==> config.mk <==
export PLATFORM = sky130hd
export DESIGN_NAME = karatsuba_seq_ctrl_52bit
export DESIGN_NICKNAME = d
export VERILOG_FILES = /design/src/rtl/karatsuba_seq_ctrl_52bit_pkg.sv /design/src/rtl/clmul_26bit.sv /design/src/rtl/karatsuba_seq_ctrl_52bit.sv
export SDC_FILE = /design/constraint.sdc
export NUM_CORES = 1
export LEC_CHECK = 0
export CORE_MARGIN = 2
export CORE_UTILIZATION = 45
export CTS_CLUSTER_DIAMETER = 150
export DETAILED_ROUTE_END_ITERATION = 10
export GPL_TIMING_DRIVEN = 1
export PLACE_DENSITY = 0.63
export SYNTH_ARGS = -nofsm -noshare
export SYNTH_HDL_FRONTEND = slang
export SYNTH_SLANG_ARGS = --single-unit
==> constraint.sdc <==
create_clock -name clk -period 5.3 [get_ports clk]
set_input_delay 1.06 -clock clk [delete_from_list [all_inputs] [get_ports clk]]
set_output_delay 1.06 -clock clk [all_outputs]
set_load 0.005 [all_outputs]
==> src/rtl/karatsuba_seq_ctrl_52bit_pkg.sv <==
`default_nettype none
// +----------------------------------------------------------------------+
// | karatsuba_seq_ctrl_52bit_pkg : widths and FSM encoding shared by the  |
// | sequential Karatsuba carry-less multiplier.      Revision: 1.0       |
// +----------------------------------------------------------------------+
package karatsuba_seq_ctrl_52bit_pkg;

  localparam int N  = 52;        // operand width (even)
  localparam int H  = N / 2;     // half width
  localparam int PW = 2 * N - 1; // full product width
  localparam int SW = 2 * H - 1; // sub-product width

  typedef enum logic [2:0] {
    IDLE    = 3'd0,
    MUL_LO  = 3'd1,
    MUL_HI  = 3'd2,
    MUL_MID = 3'd3,
    DONE    = 3'd4
  } state_t;

endpackage
`default_nettype wire

==> src/rtl/clmul_26bit.sv <==
`default_nettype none
// +----------------------------------------------------------------------+
// | clmul_26bit : combinational 26x26 carry-less (GF(2)) multiplier.      |
// | Revision: 1.0                                                        |
// +----------------------------------------------------------------------+
module clmul_26bit
  import karatsuba_seq_ctrl_52bit_pkg::*;
(
  input  logic [H-1:0]  i_a,
  input  logic [H-1:0]  i_b,
  output logic [SW-1:0] o_p
);

  always_comb begin
    o_p = '0;
    for (int i = 0; i < H; i++) begin
      if (i_b[i]) begin
        o_p = o_p ^ ({{(SW-H){1'b0}}, i_a} << i);
      end
    end
  end

endmodule
`default_nettype wire

==> src/rtl/karatsuba_seq_ctrl_52bit.sv <==
`default_nettype none
// +----------------------------------------------------------------------+
// | karatsuba_seq_ctrl_52bit : 52x52 carry-less multiply, one shared      |
// | 26x26 multiplier reused for lo/hi/mid products.   Revision: 1.0      |
// +----------------------------------------------------------------------+
module karatsuba_seq_ctrl_52bit
  import karatsuba_seq_ctrl_52bit_pkg::*;
(
  input  logic          clk,
  input  logic          rst,
  input  logic          in_valid,
  output logic          in_ready,
  input  logic [N-1:0]  a_in,
  input  logic [N-1:0]  b_in,
  output logic          out_valid,
  input  logic          out_ready,
  output logic [PW-1:0] c_out,
  output logic          busy
);

  state_t        r_state;
  state_t        w_next;
  logic [N-1:0]  r_a;
  logic [N-1:0]  r_b;
  logic [SW-1:0] r_plo;
  logic [SW-1:0] r_phi;
  logic [PW-1:0] r_c;
  logic [H-1:0]  w_mul_a;
  logic [H-1:0]  w_mul_b;
  logic [SW-1:0] w_prod;
  logic [SW-1:0] w_mid;
  logic [PW-1:0] w_comb;

  clmul_26bit u_clmul (
    .i_a (w_mul_a),
    .i_b (w_mul_b),
    .o_p (w_prod)
  );

  always_ff @(posedge clk) begin
    if (rst) r_state <= IDLE;
    else     r_state <= w_next;
  end

  always_comb begin
    w_next  = r_state;
    w_mul_a = '0;
    w_mul_b = '0;
    case (r_state)
      IDLE: begin
        if (in_valid) w_next = MUL_LO;
      end
      MUL_LO: begin
        w_mul_a = r_a[H-1:0];
        w_mul_b = r_b[H-1:0];
        w_next  = MUL_HI;
      end
      MUL_HI: begin
        w_mul_a = r_a[N-1:H];
        w_mul_b = r_b[N-1:H];
        w_next  = MUL_MID;
      end
      MUL_MID: begin
        w_mul_a = r_a[H-1:0] ^ r_a[N-1:H];
        w_mul_b = r_b[H-1:0] ^ r_b[N-1:H];
        w_next  = DONE;
      end
      DONE: begin
        if (out_ready) w_next = IDLE;
      end
      default: w_next = IDLE;
    endcase
  end

  // In MUL_MID the multiplier output is the raw middle product pm.
  assign w_mid  = w_prod ^ r_plo ^ r_phi;
  assign w_comb = {{(PW-SW){1'b0}}, r_plo}
                ^ ({{(PW-SW){1'b0}}, w_mid} << H)
                ^ ({{(PW-SW){1'b0}}, r_phi} << N);

  always_ff @(posedge clk) begin
    if (rst) begin
      r_a   <= '0;
      r_b   <= '0;
      r_plo <= '0;
      r_phi <= '0;
      r_c   <= '0;
    end else begin
      case (r_state)
        IDLE: begin
          if (in_valid) begin
            r_a <= a_in;
            r_b <= b_in;
          end
        end
        MUL_LO:  r_plo <= w_prod;
        MUL_HI:  r_phi <= w_prod;
        MUL_MID: r_c   <= w_comb;
        default: ;
      endcase
    end
  end

  assign in_ready  = (r_state == IDLE);
  assign out_valid = (r_state == DONE);
  assign busy      = (r_state != IDLE);
  assign c_out     = r_c;

endmodule
`default_nettype wire

## Word level (Yosys, flattened, before mapping)

Index checks and enable logic that the tools add are counted.
Widths: inputs -> output; s select.

- Register bits: 312
- Input bits: 108
- Output and inout port bits: 106
- Logic and storage cells: 78

- Eq/ne operators: 6
- Mux-type cells: 31
- Bitwise gates (word level): 31
- Reduce and logical (&&, ||, !) cells: 4

Operators with widths:

| kind | number |
|---|---|
| $mux 51 | 25 |
| $pmux 26 s3 | 2 |
| $xor 51x51->51 | 3 |
| $xor 77x103->103 | 1 |
| $xor 51x77->77 | 1 |
| $xor 26x26->26 | 2 |
| $xor 51x27->51 | 1 |
| $xor 51x28->51 | 1 |
| $xor 51x29->51 | 1 |
| $xor 51x30->51 | 1 |
| $xor 51x31->51 | 1 |
| $xor 51x32->51 | 1 |
| $xor 51x33->51 | 1 |
| $xor 51x34->51 | 1 |
| $xor 51x35->51 | 1 |
| $xor 51x36->51 | 1 |
| $xor 51x37->51 | 1 |
| $xor 51x38->51 | 1 |
| $xor 51x39->51 | 1 |
| $xor 51x40->51 | 1 |
| $xor 51x41->51 | 1 |
| $xor 51x42->51 | 1 |
| $xor 51x43->51 | 1 |
| $xor 51x44->51 | 1 |
| other kinds (17) | 20 |

## Depth between registers and ports, before layout

Gate-level depths: netlist of the first run.

- Word-level depth: 57
- Mapped depth: 14
- Depth with buffers taken out: 9

## Cells and area by module

From an unflattened synthesis of the first run, not the netlist that was laid out.

- Cells, all modules: 3099
- Area total of the unflattened synthesis: 22173.8 um^2

Modules (own cells, without submodules):

| module | instances | cells an instance | area each (um^2) | sequential area each (um^2) |
|---|---|---|---|---|
| karatsuba_seq_ctrl_52bit | 1 | 1664 | 12908.6 | 6246.0 |
| clmul_26bit | 1 | 1435 | 9265.1 | 0.0 |

## Worst setup path before layout of the first run

Ideal clock, no wire load.

- Path kind: reg2reg
- From: register r_state[0]
- To: register r_c[49], in the netlist c_out[49]
- Library setup time: 0.086 ns
- Arrival: 2.627 ns
- Required time: 5.214 ns
- Setup slack: 2.587 ns
- Stages on the path, launching flop included: 14
- Buffers on the path: 4
- Clock period less this slack: 2.713 ns
- Cells stage by stage: dfxtp_1 buf_6 buf_8 buf_8 nand2_2 xor2_1 buf_4 nand3_1 xor2_1 xnor2_1 xnor3_1 xnor3_2 xnor2_1 a211oi_1

- Word-level cells in the longest chain between the ends: 57
- Elaborated cells on any way between the ends: 60
- Classes of those cells: eq/ne (3); mux (28); bitwise (29)

Ends and longest elaborated chain:

| item | RTL line | text |
|---|---|---|
| from (decl) | karatsuba_seq_ctrl_52bit.sv:21 | `state_t r_state;` |
| from (signal assigned) | karatsuba_seq_ctrl_52bit.sv:42 | `else r_state <= w_next;` |
| $eq 3x2->1, or another cell as far along | karatsuba_seq_ctrl_52bit.sv:49, karatsuba_seq_ctrl_52bit.sv:89 |  |
| $pmux 26 s3 | karatsuba_seq_ctrl_52bit.sv:49 | `case (r_state)` |
| $mux 26 | clmul_26bit.sv:17 | `if (i_b[i]) begin` |
| $xor 51x27->51 | clmul_26bit.sv:18 | `o_p = o_p ^ ({{(SW-H){1'b0}}, i_a} << i);` |
| $mux 51 | clmul_26bit.sv:17 |  |
| $xor 51x28->51 | clmul_26bit.sv:18 |  |
| $mux 51 | clmul_26bit.sv:17 |  |
| $xor 51x29->51 | clmul_26bit.sv:18 |  |
| [... 40 more ...] | -- |  |
| $mux 51 | clmul_26bit.sv:17 |  |
| $xor 51x50->51 | clmul_26bit.sv:18 |  |
| $mux 51 | clmul_26bit.sv:17 |  |
| $xor 51x51->51 | clmul_26bit.sv:18 |  |
| $mux 51 | clmul_26bit.sv:17 |  |
| $xor 51x51->51 (2 in series) | karatsuba_seq_ctrl_52bit.sv:76 | `assign w_mid = w_prod ^ r_plo ^ r_phi;` |
| $xor 51x77->77 | karatsuba_seq_ctrl_52bit.sv:78 | `^ ({{(PW-SW){1'b0}}, w_mid} << H)` |
| $xor 77x103->103 | karatsuba_seq_ctrl_52bit.sv:79 | `^ ({{(PW-SW){1'b0}}, r_phi} << N);` |
| to (signal assigned) | karatsuba_seq_ctrl_52bit.sv:98 | `MUL_MID: r_c <= w_comb;` |
| to (decl) | karatsuba_seq_ctrl_52bit.sv:27 | `logic [PW-1:0] r_c;` |

Parallel ways exist; a longest one is shown, timed or not.
A chain may end at the register's enable or synchronous reset.

## Worst setup path after layout of the first run

- From: register r_state[0]
- To: register r_c[53], in the netlist c_out[53]

- Word-level cells in the longest chain between the ends: 55
- Elaborated cells on any way between the ends: 58
- Classes of those cells: eq/ne (3); mux (27); bitwise (28)

Ends and longest elaborated chain:

| item | RTL line |
|---|---|
| $eq 3x2->1, or another cell as far along | karatsuba_seq_ctrl_52bit.sv:49, karatsuba_seq_ctrl_52bit.sv:89 |
| $pmux 26 s3 | karatsuba_seq_ctrl_52bit.sv:49 |
| $mux 51 | clmul_26bit.sv:17 |
| $xor 51x28->51 | clmul_26bit.sv:18 |
| $mux 51 | clmul_26bit.sv:17 |
| $xor 51x29->51 | clmul_26bit.sv:18 |
| $mux 51 | clmul_26bit.sv:17 |
| $xor 51x30->51 | clmul_26bit.sv:18 |
| [... 38 more ...] | -- |
| $mux 51 | clmul_26bit.sv:17 |
| $xor 51x50->51 | clmul_26bit.sv:18 |
| $mux 51 | clmul_26bit.sv:17 |
| $xor 51x51->51 | clmul_26bit.sv:18 |
| $mux 51 | clmul_26bit.sv:17 |
| $xor 51x51->51 (2 in series) | karatsuba_seq_ctrl_52bit.sv:76 |
| $xor 51x77->77 | karatsuba_seq_ctrl_52bit.sv:78 |
| $xor 77x103->103 | karatsuba_seq_ctrl_52bit.sv:79 |

Parallel ways exist; a longest one is shown, timed or not.

==> results of run 1 <==
[layout by cell type, fill, tap and decap left out, types with 8 or more instances in the layout]
| cell type | instances |
|---|---|
| nand2_1 | 719 |
| nand3_1 | 495 |
| xnor2_1 | 462 |
| dfxtp_1 | 310 |
| a21oi_1 | 226 |
| clkdlybuf4s50_1 | 212 |
| xor2_1 | 196 |
| buf_4 | 97 |
| nor2_1 | 83 |
| a211oi_1 | 81 |
| xnor3_1 | 49 |
| and2_1 | 44 |
| clkbuf_16 | 36 |
| xor2_2 | 26 |
| nand2_2 | 14 |
| xor2_4 | 8 |
| nand2_4 | 8 |
| xnor3_2 | 8 |
[per-layer routing]
metal / track usage / up-vias / routed length [um] / share of wire
li1: - / 9973 / - / -
met1: 0.3894 / 10110 / 33420 / 0.41
met2: 0.4843 / 1055 / 37220 / 0.45
met3: 0.04482 / 262 / 6920 / 0.085
met4: 0.1478 / 0 / 4303 / 0.053
met5: 0 / - / 0 / 0
[critical path, stage by stage, from the launching register on]
cell	delay, ns
dfxtp_2	0.89
buf_4	0.43
nand2_2	0.11
xor2_2	0.70
and2_1	0.55
nand2_1	0.13
xor2_1	0.21
xnor3_1	0.45
xnor3_1	0.42
xnor2_1	0.16
a211oi_1	0.23
[through the flow]
stage          hold WS [ns]  worst slack [ns]  instances  utilization
6_report             0.4525            0.9083       3813       0.5235
5_1_grt              0.4739            0.7973       3813       0.5235
3_5_place_dp         0.4457             1.055       3751       0.4993
4_1_cts              0.4539             1.014       3813       0.5235
3_3_place_gp         0.4427             1.135       3751       0.4993
2_1_floorplan        0.4366             2.587       3056            -
[report_power, final]
| part | switching [mW] | internal, mW |
|---|---|---|
| combinational | 0.829 | 0.465 |
| sequential | 0.118 | 2.48 |
| clock | 0.992 | 1.61 |
[worst paths after layout]
path | startpoint | cells past startpoint | end | slack [ns]
setup / recovery | r_state[0]$_SDFFE_PP0P_ | 10 | c_out[53]$_SDFFE_PP0N_ | 0.91
hold / removal | c_out[77]$_SDFFE_PP0N_ | 2 | c_out[77]$_SDFFE_PP0N_ | 0.45
setup reg to reg | r_state[0]$_SDFFE_PP0P_ | 10 | c_out[53]$_SDFFE_PP0N_ | 0.91
hold reg to reg | c_out[77]$_SDFFE_PP0N_ | 2 | c_out[77]$_SDFFE_PP0N_ | 0.45
[layout make-up]
cell class / count / area, um2 / area share
Clock inverter: 16 / 249.0 / 0.009272
Inverter: 3 / 18.77 / 0.0006989
Timing Repair Buffer: 312 / 2905 / 0.1082
Clock buffer: 46 / 988.4 / 0.03681
Sequential cell: 312 / 6248 / 0.2327
Multi-Input combinational cell: 2444 / 15590 / 0.5807
Tap cell: 680 / 850.8 / 0.03168
[registers in the layout, indices dropped and copies added (netlist names)]
signal   count
r_a         52
r_b         52
r_plo       51
r_state      3
c_out      103
r_phi       51
[kinds of logic after synthesis]
| logic type | count (synthesis) | share of synthesized area |
|---|---|---|
| and+or+nand+nor | 1379 | 0.2581 |
| xor gates and xnor gates | 754 | 0.3322 |
| DFF | 312 | 0.2672 |
| AOI/OAI and AO/OA | 311 | 0.07526 |
| buffers and inverters | 300 | 0.06718 |
==> results.sh, run 1 <==
export IMPL_synth_top_cell_by_area="dfxtp_1"
export IMPL_route_detailed_drc=0
export IMPL_synthFlopType="dfxtp_1"
export IMPL_io_buffer_count=213
export IMPL_drt_iter0_drc=2426
export IMPL_period_minus_slack_ns=4.392
export IMPL_cts_resized=0
export IMPL_grt_antenna_before_repair=0
export IMPL_async_flop_share=0
export IMPL_dieArea_mm2=0.05378
export IMPL_critPathLaunchType="flop"
export IMPL_fill_cells=4958
export IMPL_row_count=83
export IMPL_fin_tns_setup_ns=0
export IMPL_grt_max_degree=177
export IMPL_endpoint_kind="flop"
export IMPL_clock_fmax_mhz=227.7
export IMPL_fin_area_mm2=0.02685
export IMPL_cap_violations=0
export IMPL_initial_core_util=0.4556
export IMPL_p_per_area_mw_per_mm2=241.8
export IMPL_final_nets=3216
export IMPL_yosysSeqAreaShare=0.2672
export IMPL_num_antenna_cells=0
export IMPL_die_w_um=231.9
export IMPL_synth_fp_nets=3164
export IMPL_grt_pass1_vias=20910
export IMPL_grt_overflow=0
export IMPL_synth_area_mm2=0.02337
export IMPL_synth_most_common_cell="nand2_1"
export IMPL_htree_num_levels=2
export IMPL_cts_hold_buf=0
export IMPL_worst_pin_slew_ns=1.172
export IMPL_dr_pass1_iters=6
export IMPL_power_mw=6.494
export IMPL_die_y_um=231.9
export IMPL_num_vias=21400
export IMPL_syn_inst=3056
export IMPL_rsz0062_at_grt="false"
export IMPL_clk_pin_slew_ns=0.06
export IMPL_status="finished clean"
export IMPL_via_per_inst=5.613
export IMPL_cts_buffers=35
export IMPL_cts_tree="built"
export IMPL_cts_max_path_buffers=3
export IMPL_drt_wl_total_um=81860
export IMPL_wl_per_cell_um=21.47
export IMPL_post_cts_buffers=0
export IMPL_critPathRequiredTime_ns=5.76
export IMPL_skew_ns=0.03175
export IMPL_placed_area_mm2=0.02562
export IMPL_gp_congestion=0.9779
export IMPL_synth_area_leaders="dfxtp_1, xnor2_1, nand2_1, nand3_1, xor2_1"
export IMPL_cp_max_fo=35
export IMPL_ys_ff_latch=312
export IMPL_area_growth_pct=14.89
export IMPL_synth_top_cell_area_share=0.2672
export IMPL_synth_warnings=0
export IMPL_core_area_mm2=0.05130
export IMPL_clock_sinks=312
export IMPL_groute_usage_overall=0.2995
export IMPL_cts_root_buf="clkbuf_16"
export IMPL_final_hold_viol_count=0
export IMPL_ir_worst_vdd_v=0.0002461
export IMPL_io_pins=214
export IMPL_synth_cell_types=31
export IMPL_drive_above_1_share=0.07501
export IMPL_fin_crit_sh=0.8286
export IMPL_max_slew_margin=0.2183
export IMPL_syn_avg_cell_area_um2=7.649
export IMPL_leakagePower_nw=8.461
export IMPL_worstSetupPathType="flop to flop"
export IMPL_setup_viol=0
export IMPL_synth_edf_count=0
export IMPL_final_max_slew_viol_count=0
export IMPL_hpwlAfterDp_um=55580
export IMPL_crit_arrival_ns=4.85
export IMPL_yosys_top_cells_count="nand2_1, nand3_1, xnor2_1, dfxtp_1, a21oi_1"
export IMPL_ant_nets=0
export IMPL_grt_first_pass_wirelength_um=124800
export IMPL_clk_latency_ns=0.55
export IMPL_min_path_type="flop to flop"
Note: power is estimated with default switching activity, not from simulation.
==> run 2: changes to the inputs <==
--- a/config.mk
+++ b/config.mk
@@ -10,7 +10,7 @@
 export CTS_CLUSTER_DIAMETER = 150
 export DETAILED_ROUTE_END_ITERATION = 10
 export GPL_TIMING_DRIVEN = 1
-export PLACE_DENSITY = 0.63
+export PLACE_DENSITY = 0.65
 export SYNTH_ARGS = -nofsm -noshare
 export SYNTH_HDL_FRONTEND = slang
 export SYNTH_SLANG_ARGS = --single-unit
==> constraint.sdc (replaced) <==
create_clock -name clk -period 3.5 [get_ports clk]
set_input_delay 0.7 -clock clk [delete_from_list [all_inputs] [get_ports clk]]
set_output_delay 0.7 -clock clk [all_outputs]
set_load 0.005 [all_outputs]
==> results.sh, run 2 (same netlist as run 1, synthesis figures left out) <==
export IMPL_instances_no_fill=4000
export IMPL_final_hold_viol_count=0
export IMPL_ir_worst_vdd_v=0.0003615
export IMPL_grt_max_degree=103
export IMPL_layout_commonest_cell="nand2_1"
export IMPL_clock_fmax_mhz=297.1
export IMPL_io_pins=214
export IMPL_io_buffer_count=213
export IMPL_cts_buffers=35
export IMPL_num_vias=22130
export IMPL_status="finished clean"
export IMPL_final_max_slew_viol_count=0
export IMPL_route_detailed_drc=0
export IMPL_dp_cells=3936
export IMPL_drt_iter0_drc=2302
export IMPL_via_per_inst=5.533
export IMPL_die_w_um=231.9
export IMPL_cts_root_buf="clkbuf_16"
export IMPL_largest_reg_flops=103
export IMPL_period_minus_slack_ns=3.365
export IMPL_p_per_area_mw_per_mm2=350.5
export IMPL_clock_sinks=312
export IMPL_r2r_slack_ns=0.13
export IMPL_final_nets=3402
export IMPL_grt_pass1_vias=21650
export IMPL_htree_num_levels=2
export IMPL_ant_nets=0
export IMPL_area_growth_pct=23.42
export IMPL_drt_wl_total_um=85170
export IMPL_drive_above_1_share=0.1286
export IMPL_skew_ns=0.01941
export IMPL_cpMostUsedCell="nand2_1"
export IMPL_grt_antenna_before_repair=0
export IMPL_row_count=83
export IMPL_num_antenna_cells=0
export IMPL_worst_pin_slew_ns=0.6758
export IMPL_die_y_um=231.9
export IMPL_endpoint_kind="flop"
export IMPL_core_area_mm2=0.05130
export IMPL_grt_overflow=0
export IMPL_fin_crit_sh=0.9616
export IMPL_critPathRequiredTime_ns=3.95
export IMPL_hpwlAfterDp_um=61670
export IMPL_cts_tree="built"
export IMPL_crit_arrival_ns=3.82
export IMPL_grt_first_pass_wirelength_um=129300
export IMPL_clk_latency_ns=0.55
export IMPL_cap_violations=0
export IMPL_critPathLaunchType="flop"
export IMPL_leakagePower_nw=9.606
export IMPL_dieArea_mm2=0.05378
export IMPL_slowest_stage="xnor3_2"
export IMPL_cts_max_path_buffers=3
export IMPL_setup_viol=0
export IMPL_worstSetupPathType="flop to flop"
export IMPL_rsz0062_at_grt="false"
export IMPL_wl_per_cell_um=21.29
export IMPL_layout_common_cells="nand2_1, nand3_1, xnor2_1, dfxtp_1, buf_4"
export IMPL_whs_ns=0.4533
export IMPL_slowest_delay_ns=0.46
export IMPL_cp_max_fo=33
export IMPL_initial_core_util=0.4556
export IMPL_clk_pin_slew_ns=0.06
export IMPL_dr_pass1_iters=6
export IMPL_max_slew_margin=0.5478
export IMPL_worstPathCellList="buf_12 -> nand2_1 -> xor2_2 -> buf_4 -> and2_1 -> nand2_1 -> xor2_1 -> xnor3_1 -> xnor3_2 -> xnor2_1 -> a211oi_1"
export IMPL_groute_usage_overall=0.3126
export IMPL_gp_congestion=0.9986
export IMPL_min_path_type="flop to flop"
-- run 2: worst paths after layout --
kind / from / endpoint / cells past startpoint
setup / recovery: r_state[1]$_SDFFE_PP0P_ / c_out[49]$_SDFFE_PP0N_ / 11
hold / removal: r_b[40]$_SDFFE_PP0P_ / r_b[40]$_SDFFE_PP0P_ / 2
setup reg to reg: r_state[1]$_SDFFE_PP0P_ / c_out[49]$_SDFFE_PP0N_ / 11
hold reg to reg: r_b[40]$_SDFFE_PP0P_ / r_b[40]$_SDFFE_PP0P_ / 2
-- run 2: metrics by stage --
step	total power [mW]	setup WS [ns]	area [um2]	utilization	TNS, ns
after floorplan	5.256	0.7875	23370	-	0
after global placement	6.163	-0.09101	27550	0.5370	-0.1796
after detailed placement	6.186	-0.1534	27550	0.5370	-0.4028
after CTS	10.14	0.02577	28810	0.5616	0
after global routing	10.50	0.02264	28850	0.5624	0
final	10.11	0.1346	28850	0.5624	0
-- run 2: final cells by class --
class	count	area, um2
Fill cell	4764	22450
Clock inverter	15	205.2
Inverter	3	18.77
Timing Repair Buffer	498	4856
Multi-Input combinational cell	2444	15610
Tap cell	680	850.8
Sequential cell	312	6251
Clock buffer	48	1056
-- run 2: layer usage --
metal,up-vias,track usage,share of wire,routed length [um]
li1,10350,-,-,-
met4,0,0.1713,0.062,5254
met2,1111,0.4949,0.45,38160
met5,-,0,0,0
met3,253,0.04789,0.086,7316
met1,10410,0.4082,0.40,34440
-- run 2: worst max-delay path: cells and delay by family, from the launching register on --
kind | cells | cell delay, ns
compound gates | 1 | 0.22
xor+xnor | 5 | 1.67
buf+inv | 2 | 0.54
flops | 1 | 0.41
simple gates | 3 | 0.43
-- run 2: what timing repair did --
item | CTS | global route
hold buffers | 0 | 0
setup endpoints to repair | 9 | 7
cloned | 0 | 0
gates resized for setup | 1 | 3
setup buffers | 0 | 1
-- run 2: power by group --
part / switching (mW) / internal [mW]
sequential: 0.149 / 3.75
combinational: 1.34 / 0.921
clock: 1.53 / 2.42
